**src/rtl/mips_pkg.sv**
```systemverilog
// Shared definitions for the unified-memory port arbiter: FSM state
// encoding, requester identifiers and default bus widths.
package mips_pkg;

  localparam int ADDR_W_DEF  = 13;
  localparam int DATA_W_DEF  = 32;
  localparam int TIMEOUT_DEF = 64;

  typedef enum logic [1:0] {
    IDLE   = 2'd0,
    BUSY_I = 2'd1,
    BUSY_D = 2'd2
  } arb_state_e;

  typedef enum logic {
    REQ_I = 1'b0,
    REQ_D = 1'b1
  } req_id_e;

  // Requester that is not the given one.
  function automatic req_id_e other_req(input req_id_e id);
    other_req = (id == REQ_I) ? REQ_D : REQ_I;
  endfunction

endpackage

```
**src/rtl/mem_port_arbiter_if.sv**
```systemverilog
// Bundle of core-side and memory-side signals around the port arbiter.
// The master modport is the arbiter's view; slave is the view of the
// core and memory macro that surround it.
interface mem_port_arbiter_if
  import mips_pkg::*;
#(
  parameter int ADDR_W = ADDR_W_DEF,
  parameter int DATA_W = DATA_W_DEF
);
  // Instruction-fetch requester
  logic              i_req;
  logic [ADDR_W-1:0] i_addr;
  logic              i_done;
  logic [DATA_W-1:0] i_rdata;
  // Load/store requester
  logic              d_req;
  logic              d_we;
  logic [ADDR_W-1:0] d_addr;
  logic [DATA_W-1:0] d_wdata;
  logic              d_done;
  logic [DATA_W-1:0] d_rdata;
  // Memory macro
  logic              mem_req;
  logic              mem_we;
  logic [ADDR_W-1:0] mem_addr;
  logic [DATA_W-1:0] mem_wdata;
  logic              mem_done;
  logic [DATA_W-1:0] mem_rdata;
  // Core control
  logic              core_stall;
  logic              err;

  modport master (
    input  i_req, i_addr, d_req, d_we, d_addr, d_wdata, mem_done, mem_rdata,
    output i_done, i_rdata, d_done, d_rdata,
    output mem_req, mem_we, mem_addr, mem_wdata, core_stall, err
  );

  modport slave (
    output i_req, i_addr, d_req, d_we, d_addr, d_wdata, mem_done, mem_rdata,
    input  i_done, i_rdata, d_done, d_rdata,
    input  mem_req, mem_we, mem_addr, mem_wdata, core_stall, err
  );
endinterface

```
**src/rtl/mem_port_arbiter_timeout_cnt.sv**
```systemverilog
// Transaction watchdog: clearable counter that saturates at TIMEOUT-1
// and flags expiry while it sits there.
module arb_timeout_cnt #(
  parameter int TIMEOUT = 64
) (
  input  logic clk_i,
  input  logic rst_i,
  input  logic clr_i,
  input  logic en_i,
  output logic expired_o
);
  localparam int CNT_W = (TIMEOUT > 1) ? $clog2(TIMEOUT) : 1;
  localparam logic [CNT_W-1:0] CNT_LAST = CNT_W'(TIMEOUT - 1);

  logic [CNT_W-1:0] cnt_q;
  logic [CNT_W-1:0] cnt_d;

  // Next count: clear wins, otherwise count up to the saturation point.
  always_comb begin
    cnt_d = cnt_q;
    if (clr_i) begin
      cnt_d = '0;
    end else if (en_i && (cnt_q != CNT_LAST)) begin
      cnt_d = cnt_q + CNT_W'(1);
    end else begin
      cnt_d = cnt_q;
    end
  end

  // Count register with synchronous reset.
  always_ff @(posedge clk_i) begin
    if (rst_i) begin
      cnt_q <= '0;
    end else begin
      cnt_q <= cnt_d;
    end
  end

  assign expired_o = (cnt_q == CNT_LAST);

endmodule

```
**src/rtl/mem_port_arbiter.sv**
```systemverilog
// Arbiter sharing one single-port memory between instruction fetch and
// load/store. One transaction outstanding at a time; data beats fetch on
// contention unless ARB_RR_EN is defined, in which case the requester not
// served last wins. Completion is handed straight to a waiting requester
// without an idle bubble. A transaction without mem_done for TIMEOUT
// cycles is abandoned and raises the sticky err flag.
module mem_port_arbiter
  import mips_pkg::*;
#(
  parameter int ADDR_W  = ADDR_W_DEF,
  parameter int DATA_W  = DATA_W_DEF,
  parameter int TIMEOUT = TIMEOUT_DEF
) (
  input  logic               clk_i,
  input  logic               rst_i,
  mem_port_arbiter_if.master bus
);

  arb_state_e        state_q;
  arb_state_e        state_d;
  logic              issue_s;
  req_id_e           issue_id_s;
  req_id_e           contend_id_s;
  logic              busy_s;
  logic              expired_s;
  logic              timeout_s;
  logic              i_done_s;
  logic              d_done_s;
  logic              mem_req_q;
  logic              mem_we_q;
  logic [ADDR_W-1:0] mem_addr_q;
  logic [DATA_W-1:0] mem_wdata_q;
  logic              err_q;

  assign busy_s    = (state_q == BUSY_I) || (state_q == BUSY_D);
  assign timeout_s = busy_s && !bus.mem_done && expired_s;

`ifdef ARB_RR_EN
  req_id_e last_served_q;

  // Remember which requester was issued most recently.
  always_ff @(posedge clk_i) begin
    if (rst_i) begin
      last_served_q <= REQ_I;
    end else if (issue_s) begin
      last_served_q <= issue_id_s;
    end else begin
      last_served_q <= last_served_q;
    end
  end

  assign contend_id_s = other_req(last_served_q);
`else
  assign contend_id_s = REQ_D;
`endif

  // Watchdog restarts on every issue and only runs while a transaction is open.
  arb_timeout_cnt #(
    .TIMEOUT (TIMEOUT)
  ) u_timeout_cnt (
    .clk_i     (clk_i),
    .rst_i     (rst_i),
    .clr_i     (issue_s || !busy_s),
    .en_i      (busy_s),
    .expired_o (expired_s)
  );

  // State register.
  always_ff @(posedge clk_i) begin
    if (rst_i) begin
      state_q <= IDLE;
    end else begin
      state_q <= state_d;
    end
  end

  // Next state and issue decision. After a timeout the arbiter stops
  // issuing so the stranded requester stays stalled until reset.
  always_comb begin
    state_d    = state_q;
    issue_s    = 1'b0;
    issue_id_s = REQ_I;
    case (state_q)
      IDLE: begin
        if (err_q) begin
          state_d = IDLE;
        end else if (bus.i_req && bus.d_req) begin
          issue_s    = 1'b1;
          issue_id_s = contend_id_s;
        end else if (bus.d_req) begin
          issue_s    = 1'b1;
          issue_id_s = REQ_D;
        end else if (bus.i_req) begin
          issue_s    = 1'b1;
          issue_id_s = REQ_I;
        end else begin
          state_d = IDLE;
        end
      end
      BUSY_I: begin
        if (bus.mem_done) begin
          if (bus.d_req) begin
            issue_s    = 1'b1;
            issue_id_s = REQ_D;
          end else begin
            state_d = IDLE;
          end
        end else if (expired_s) begin
          state_d = IDLE;
        end else begin
          state_d = BUSY_I;
        end
      end
      BUSY_D: begin
        if (bus.mem_done) begin
          if (bus.i_req) begin
            issue_s    = 1'b1;
            issue_id_s = REQ_I;
          end else begin
            state_d = IDLE;
          end
        end else if (expired_s) begin
          state_d = IDLE;
        end else begin
          state_d = BUSY_D;
        end
      end
      default: begin
        state_d = IDLE;
      end
    endcase
    if (issue_s) begin
      state_d = (issue_id_s == REQ_D) ? BUSY_D : BUSY_I;
    end else begin
      state_d = state_d;
    end
  end

  // Memory-side registers: loaded from the winner on issue, dropped on return to IDLE.
  always_ff @(posedge clk_i) begin
    if (rst_i) begin
      mem_req_q   <= 1'b0;
      mem_we_q    <= 1'b0;
      mem_addr_q  <= '0;
      mem_wdata_q <= '0;
    end else if (issue_s) begin
      mem_req_q <= 1'b1;
      if (issue_id_s == REQ_D) begin
        mem_we_q    <= bus.d_we;
        mem_addr_q  <= bus.d_addr;
        mem_wdata_q <= bus.d_wdata;
      end else begin
        mem_we_q    <= 1'b0;
        mem_addr_q  <= bus.i_addr;
        mem_wdata_q <= '0;
      end
    end else if (state_d == IDLE) begin
      mem_req_q <= 1'b0;
      mem_we_q  <= 1'b0;
    end else begin
      mem_req_q <= mem_req_q;
      mem_we_q  <= mem_we_q;
    end
  end

  // Sticky timeout flag.
  always_ff @(posedge clk_i) begin
    if (rst_i) begin
      err_q <= 1'b0;
    end else begin
      err_q <= err_q || timeout_s;
    end
  end

  // Completion pulses, read-data steering and stall, all combinational.
  always_comb begin
    i_done_s       = (state_q == BUSY_I) && bus.mem_done && !rst_i;
    d_done_s       = (state_q == BUSY_D) && bus.mem_done && !rst_i;
    bus.i_done     = i_done_s;
    bus.d_done     = d_done_s;
    bus.i_rdata    = i_done_s ? bus.mem_rdata : '0;
    bus.d_rdata    = d_done_s ? bus.mem_rdata : '0;
    bus.core_stall = (bus.i_req && !i_done_s) || (bus.d_req && !d_done_s);
  end

  assign bus.mem_req   = mem_req_q;
  assign bus.mem_we    = mem_we_q;
  assign bus.mem_addr  = mem_addr_q;
  assign bus.mem_wdata = mem_wdata_q;
  assign bus.err       = err_q;

endmodule

```
**src/flat_wrapper.sv**
```systemverilog
// flat-port wrapper written by rule: the top's interface ports become plain ports
module mem_port_arbiter_flat import mips_pkg::*;
#(
  parameter int ADDR_W  = ADDR_W_DEF,
  parameter int DATA_W  = DATA_W_DEF,
  parameter int TIMEOUT = TIMEOUT_DEF
)
  (clk_i, rst_i, bus_i_req, bus_i_addr, bus_d_req, bus_d_we, bus_d_addr, bus_d_wdata, bus_mem_done, bus_mem_rdata, bus_i_done, bus_i_rdata, bus_d_done, bus_d_rdata, bus_mem_req, bus_mem_we, bus_mem_addr, bus_mem_wdata, bus_core_stall, bus_err);
  mem_port_arbiter_if #(.ADDR_W(ADDR_W), .DATA_W(DATA_W)) bus_i ();
  input  logic clk_i;
  input  logic rst_i;
  input wire logic [$bits(bus_i.i_req)-1:0] bus_i_req;
  input wire logic [$bits(bus_i.i_addr)-1:0] bus_i_addr;
  input wire logic [$bits(bus_i.d_req)-1:0] bus_d_req;
  input wire logic [$bits(bus_i.d_we)-1:0] bus_d_we;
  input wire logic [$bits(bus_i.d_addr)-1:0] bus_d_addr;
  input wire logic [$bits(bus_i.d_wdata)-1:0] bus_d_wdata;
  input wire logic [$bits(bus_i.mem_done)-1:0] bus_mem_done;
  input wire logic [$bits(bus_i.mem_rdata)-1:0] bus_mem_rdata;
  output wire logic [$bits(bus_i.i_done)-1:0] bus_i_done;
  output wire logic [$bits(bus_i.i_rdata)-1:0] bus_i_rdata;
  output wire logic [$bits(bus_i.d_done)-1:0] bus_d_done;
  output wire logic [$bits(bus_i.d_rdata)-1:0] bus_d_rdata;
  output wire logic [$bits(bus_i.mem_req)-1:0] bus_mem_req;
  output wire logic [$bits(bus_i.mem_we)-1:0] bus_mem_we;
  output wire logic [$bits(bus_i.mem_addr)-1:0] bus_mem_addr;
  output wire logic [$bits(bus_i.mem_wdata)-1:0] bus_mem_wdata;
  output wire logic [$bits(bus_i.core_stall)-1:0] bus_core_stall;
  output wire logic [$bits(bus_i.err)-1:0] bus_err;
  assign bus_i.i_req = bus_i_req;
  assign bus_i.i_addr = bus_i_addr;
  assign bus_i.d_req = bus_d_req;
  assign bus_i.d_we = bus_d_we;
  assign bus_i.d_addr = bus_d_addr;
  assign bus_i.d_wdata = bus_d_wdata;
  assign bus_i.mem_done = bus_mem_done;
  assign bus_i.mem_rdata = bus_mem_rdata;
  assign bus_i_done = bus_i.i_done;
  assign bus_i_rdata = bus_i.i_rdata;
  assign bus_d_done = bus_i.d_done;
  assign bus_d_rdata = bus_i.d_rdata;
  assign bus_mem_req = bus_i.mem_req;
  assign bus_mem_we = bus_i.mem_we;
  assign bus_mem_addr = bus_i.mem_addr;
  assign bus_mem_wdata = bus_i.mem_wdata;
  assign bus_core_stall = bus_i.core_stall;
  assign bus_err = bus_i.err;
  mem_port_arbiter #(.ADDR_W(ADDR_W), .DATA_W(DATA_W), .TIMEOUT(TIMEOUT)) u_core (.clk_i(clk_i), .rst_i(rst_i), .bus(bus_i));
endmodule
```
**config.mk**
```make
export PLATFORM = sky130hd
export DESIGN_NAME = mem_port_arbiter_flat
export DESIGN_NICKNAME = d
export VERILOG_FILES = /design/src/rtl/mips_pkg.sv /design/src/rtl/mem_port_arbiter_if.sv /design/src/rtl/mem_port_arbiter_timeout_cnt.sv /design/src/rtl/mem_port_arbiter.sv /design/src/flat_wrapper.sv
export SDC_FILE = /design/constraint.sdc
export NUM_CORES = 1
export LEC_CHECK = 0
export CAP_MARGIN = 20
export CORE_ASPECT_RATIO = 0.75
export CORE_MARGIN = 2
export CORE_UTILIZATION = 36
export DETAILED_ROUTE_END_ITERATION = 10
export PLACE_DENSITY_LB_ADDON = 0.3
export RECOVER_POWER = 25
export SYNTH_ARGS = -nofsm -noshare
export SYNTH_HDL_FRONTEND = slang
export SYNTH_SLANG_ARGS = --single-unit
```
**constraint.sdc**
```tcl
create_clock -name clk_i -period 3.74 [get_ports clk_i]
set_clock_uncertainty 0.1 [all_clocks]
set_input_delay 1.122 -clock clk_i [delete_from_list [all_inputs] [get_ports clk_i]]
set_output_delay 1.122 -clock clk_i [all_outputs]
set_load 0.01 [all_outputs]
```
==> reports/qor.yml, run 1 <==
synthTopCellsByArea: "dfxtp_1 (42%), and2_1 (16%), a22o_1 (11%)"
syn_nets: 376
synth_xor_area_frac: 0.00331
clk_latency_ns: 0.30
worstHoldPathType: "reg -> reg"
antenna_found_initial: 0
die_x_um: 103
tightest_slew_ns: 0.357
synth_top_area_cell: "dfxtp_1"
die_h_um: 78.2
postCtsSetupBuffers: 0
dr.first_iter.drc_count: 122
p_leak_nw: 2.34
drive_above_1_share: 0.0658
cp.arrival_ns: 2.47
critPathKind: "in -> out"
max_freq_ghz: 0.271
outcome: "finished, final reports clean"
reg2reg_to: "u_core.u_timeout_cnt.cnt_q[5]"
synth.distinct_cells: 41
cts_made_buffers: 5
rsz0062_at_grt: "false"
cts.sinks: 56
layout_setup_ws_ns: 0.0507
clkPwrFrac: 0.238
yosys.area_share.adder: 0.0237
p_switching_uw: 485
synthCells: 275
cp-end-kind: "primary output"
power_density_nw_per_um2: 340
finalHoldViolCount: 0
fp-row-count: 27
ys_seq_area_frac: 0.424
swShare: 0.289
reg2reg_setup_slack_ns: 1.69
startpoint_type: "primary input"
syn-cell-area_um2: 2650
drtPass1Iterations: 4
endpoint: "bus_i_rdata[26]"
ys_seq_elements: 56
worstPathRequired_ns: 2.52
root_buffer: "clkbuf_8"
dp_hpwl_mm: 6.69
dp.cells: 578
stdcell_count: 587
gp_congestion: 0.748
die-area_um2: 8060
port_buffers: 210
io_pins: 211
fin_crit_ns: 3.69
finalSetupTns_ns: 0
track_usage: 0.202
synth_compound_area_frac: 0.215
critPathMaxFanout: 17
grt_pass1_wl_mm: 13.0
cts_max_path_buffers: 2
grt_pass1_vias: 2657
period_share: 0.986
drt_wl_total_mm: 8.69
combPwrFrac: 0.339
drv_cap: 0
overflow: 0
r2r-start: "u_core.state_q[1]"
syn_to_final_growth_pct: 86.7
p_int_mw: 1.19
wl_per_cell_um: 14.8
yosys.area_share.simple: 0.230
setup_viol: 0
ys_warn_count: 0
nets: 586
synth_top_family_by_area: "simple AND/OR/NAND/NOR gates"
coreArea_um2: 7230
ctsHoldBuffers: 0
yosysTopAreaCellShare: 0.424
avgViaCountPerCell: 4.74
post-layout-total-power_mw: 1.68
num_antenna_cells: 0
synth_mux_area_frac: 0.0530
grt_max_degree: 35
reg2regPathDepth: 7
start_util: 0.366
slew_headroom: 0.762
final_antenna_net_count: 0
dr_total_vias: 2781
avgSynthCellArea_um2: 9.62
htreeDepth: 2
slew_viol_final: 0
p_seq_frac: 0.422
clk_pin_slew_ns: 0.10
vdd_drop_max_uv: 338
startpoint: "rst_i"
drcViolationCount: 0
cts_tree: "built"
place_ws_ns: -0.281
## power groups by stage
stage / Combinational [mW] / Clock (mW) / Sequential (mW)
global placement: 0.593 / 0 / 0.720
finish: 0.569 / 0.400 / 0.708
detailed placement: 0.604 / 0 / 0.722
global route: 0.614 / 0.430 / 0.718
CTS: 0.592 / 0.411 / 0.711
floorplan: 0.245 / 0 / 0.753
## worst min-delay path by stage
stage | to | startpoint | slack (ns) | depth (start not counted)
2_1_floorplan | u_core.u_timeout_cnt.cnt_q[3] | u_core.u_timeout_cnt.cnt_q[3] | 0.36 | 2
3_3_place_gp | u_core.bus.mem_we | u_core.bus.mem_we | 0.35 | 2
3_5_place_dp | u_core.bus.mem_wdata[11] | u_core.bus.mem_wdata[11] | 0.36 | 1
4_1_cts | u_core.bus.mem_req | u_core.bus.mem_req | 0.38 | 2
5_1_grt | u_core.bus.mem_wdata[29] | u_core.bus.mem_wdata[29] | 0.40 | 1
6_report | u_core.bus.mem_req | u_core.bus.mem_req | 0.37 | 2
## final cells by class
| cell class | instances | area [µm²] |
|---|---|---|
| Clock buffer | 6 | 72.6 |
| Clock inverter | 2 | 38.8 |
| Multi-Input combinational cell | 194 | 1400 |
| Fill cell | 636 | 2290 |
| Inverter | 6 | 22.5 |
| Tap cell | 101 | 126 |
| Sequential cell | 56 | 1120 |
| Timing Repair Buffer | 222 | 2160 |
## layer usage
| layer | vias up | track usage | routed length, µm |
|---|---|---|---|
| li1 | 1384 | - | - |
| met1 | 1303 | 0.248 | 3700 |
| met2 | 86 | 0.344 | 4340 |
| met3 | 8 | 0.0623 | 547 |
| met4 | 0 | 0.0461 | 93 |
| met5 | - | 0 | 0 |
## repair_timing
action	in CTS	in global routing
gates resized for setup	68	11
pin swaps	0	0
hold endpoints to repair	0	0
cloned	0	1
setup endpoints to repair	67	9
## cells by family after synthesis
family,Yosys count
flops,56
xor+xnor,1
buf+inv,25
simple gates,98
fa+ha+maj,5
compound gates,76
mux,14
## cells in the mapped netlist
library cell  instances
nand2b_1              1
and2_1               68
o22ai_1               1
clkbuf_1              9
a21oi_4               1
a221oi_1              1
o21bai_1              1
nand3_1               2
xnor2_1               1
a31oi_1               1
o21ai_0              14
nand2_1               4
buf_4                 1
nand2b_4              1
nand3b_4              1
nand4b_1              1
and4_1                1
nor2_1                8
o32ai_1               1
buf_2                 5
nor3_1                1
dfxtp_1              56
nand2_2               1
buf_6                 4
mux2i_1              14
a211oi_1              2
o22a_1                1
a22oi_2               1
nor2_2                1
o21a_1                1
inv_2                 1
o32ai_4               1
or2_2                 2
a21oi_1              17
and3b_1               1
and3_1                4
o2bb2ai_1             1
nor3b_1               1
inv_1                 5
ha_1                  5
a22o_1               32
## worst max-delay path, cell delays in order
cell	delay, ns
clkdlybuf4s50_1	0.49
inv_2	0.05
and3_4	0.20
clkbuf_16	0.17
and2_1	0.15
dlygate4sd2_1	0.28
## stage by stage
step | util | area (µm²) | hold slack [ns]
after floorplan | - | 2650 | 0.361
after global placement | 0.674 | 4870 | 0.354
after detailed placement | 0.674 | 4870 | 0.358
after CTS | 0.678 | 4900 | 0.377
after global routing | 0.683 | 4940 | 0.397
final | 0.683 | 4940 | 0.372
## placed cells by master, fill, tap and decap left out, types with 4 or more instances in the layout
| cell | netlist | layout |
|---|---|---|
| a21oi_1 | 17 | 17 |
| a22o_1 | 32 | 32 |
| and2_1 | 68 | 68 |
| buf_4 | 1 | 9 |
| clkbuf_8 | 0 | 5 |
| clkdlybuf4s15_1 | 0 | 7 |
| clkdlybuf4s50_1 | 0 | 102 |
| dfxtp_1 | 56 | 56 |
| dlygate4sd2_1 | 0 | 59 |
| dlygate4sd3_1 | 0 | 41 |
| ha_1 | 5 | 5 |
| inv_1 | 5 | 5 |
| mux2i_1 | 14 | 14 |
| nand2_1 | 4 | 4 |
| nor2_1 | 8 | 8 |
| o21ai_0 | 14 | 14 |
## sequential cells by signal, indices dropped and copies added (netlist names)
register,cells
u_core.bus.mem_wdata,32
u_core.bus.mem_addr,13
u_core.u_timeout_cnt.cnt_q,6
u_core.state_q,2
u_core.bus.err,1
u_core.bus.mem_req,1
u_core.bus.mem_we,1
Power figures use the tool's default switching activity.
==> run 2: changes to the inputs <==
CTS_CLUSTER_SIZE = 25   (was default)
==> results of run 2 <==
Final layout, timing and power as in run 1 (identical DEF).
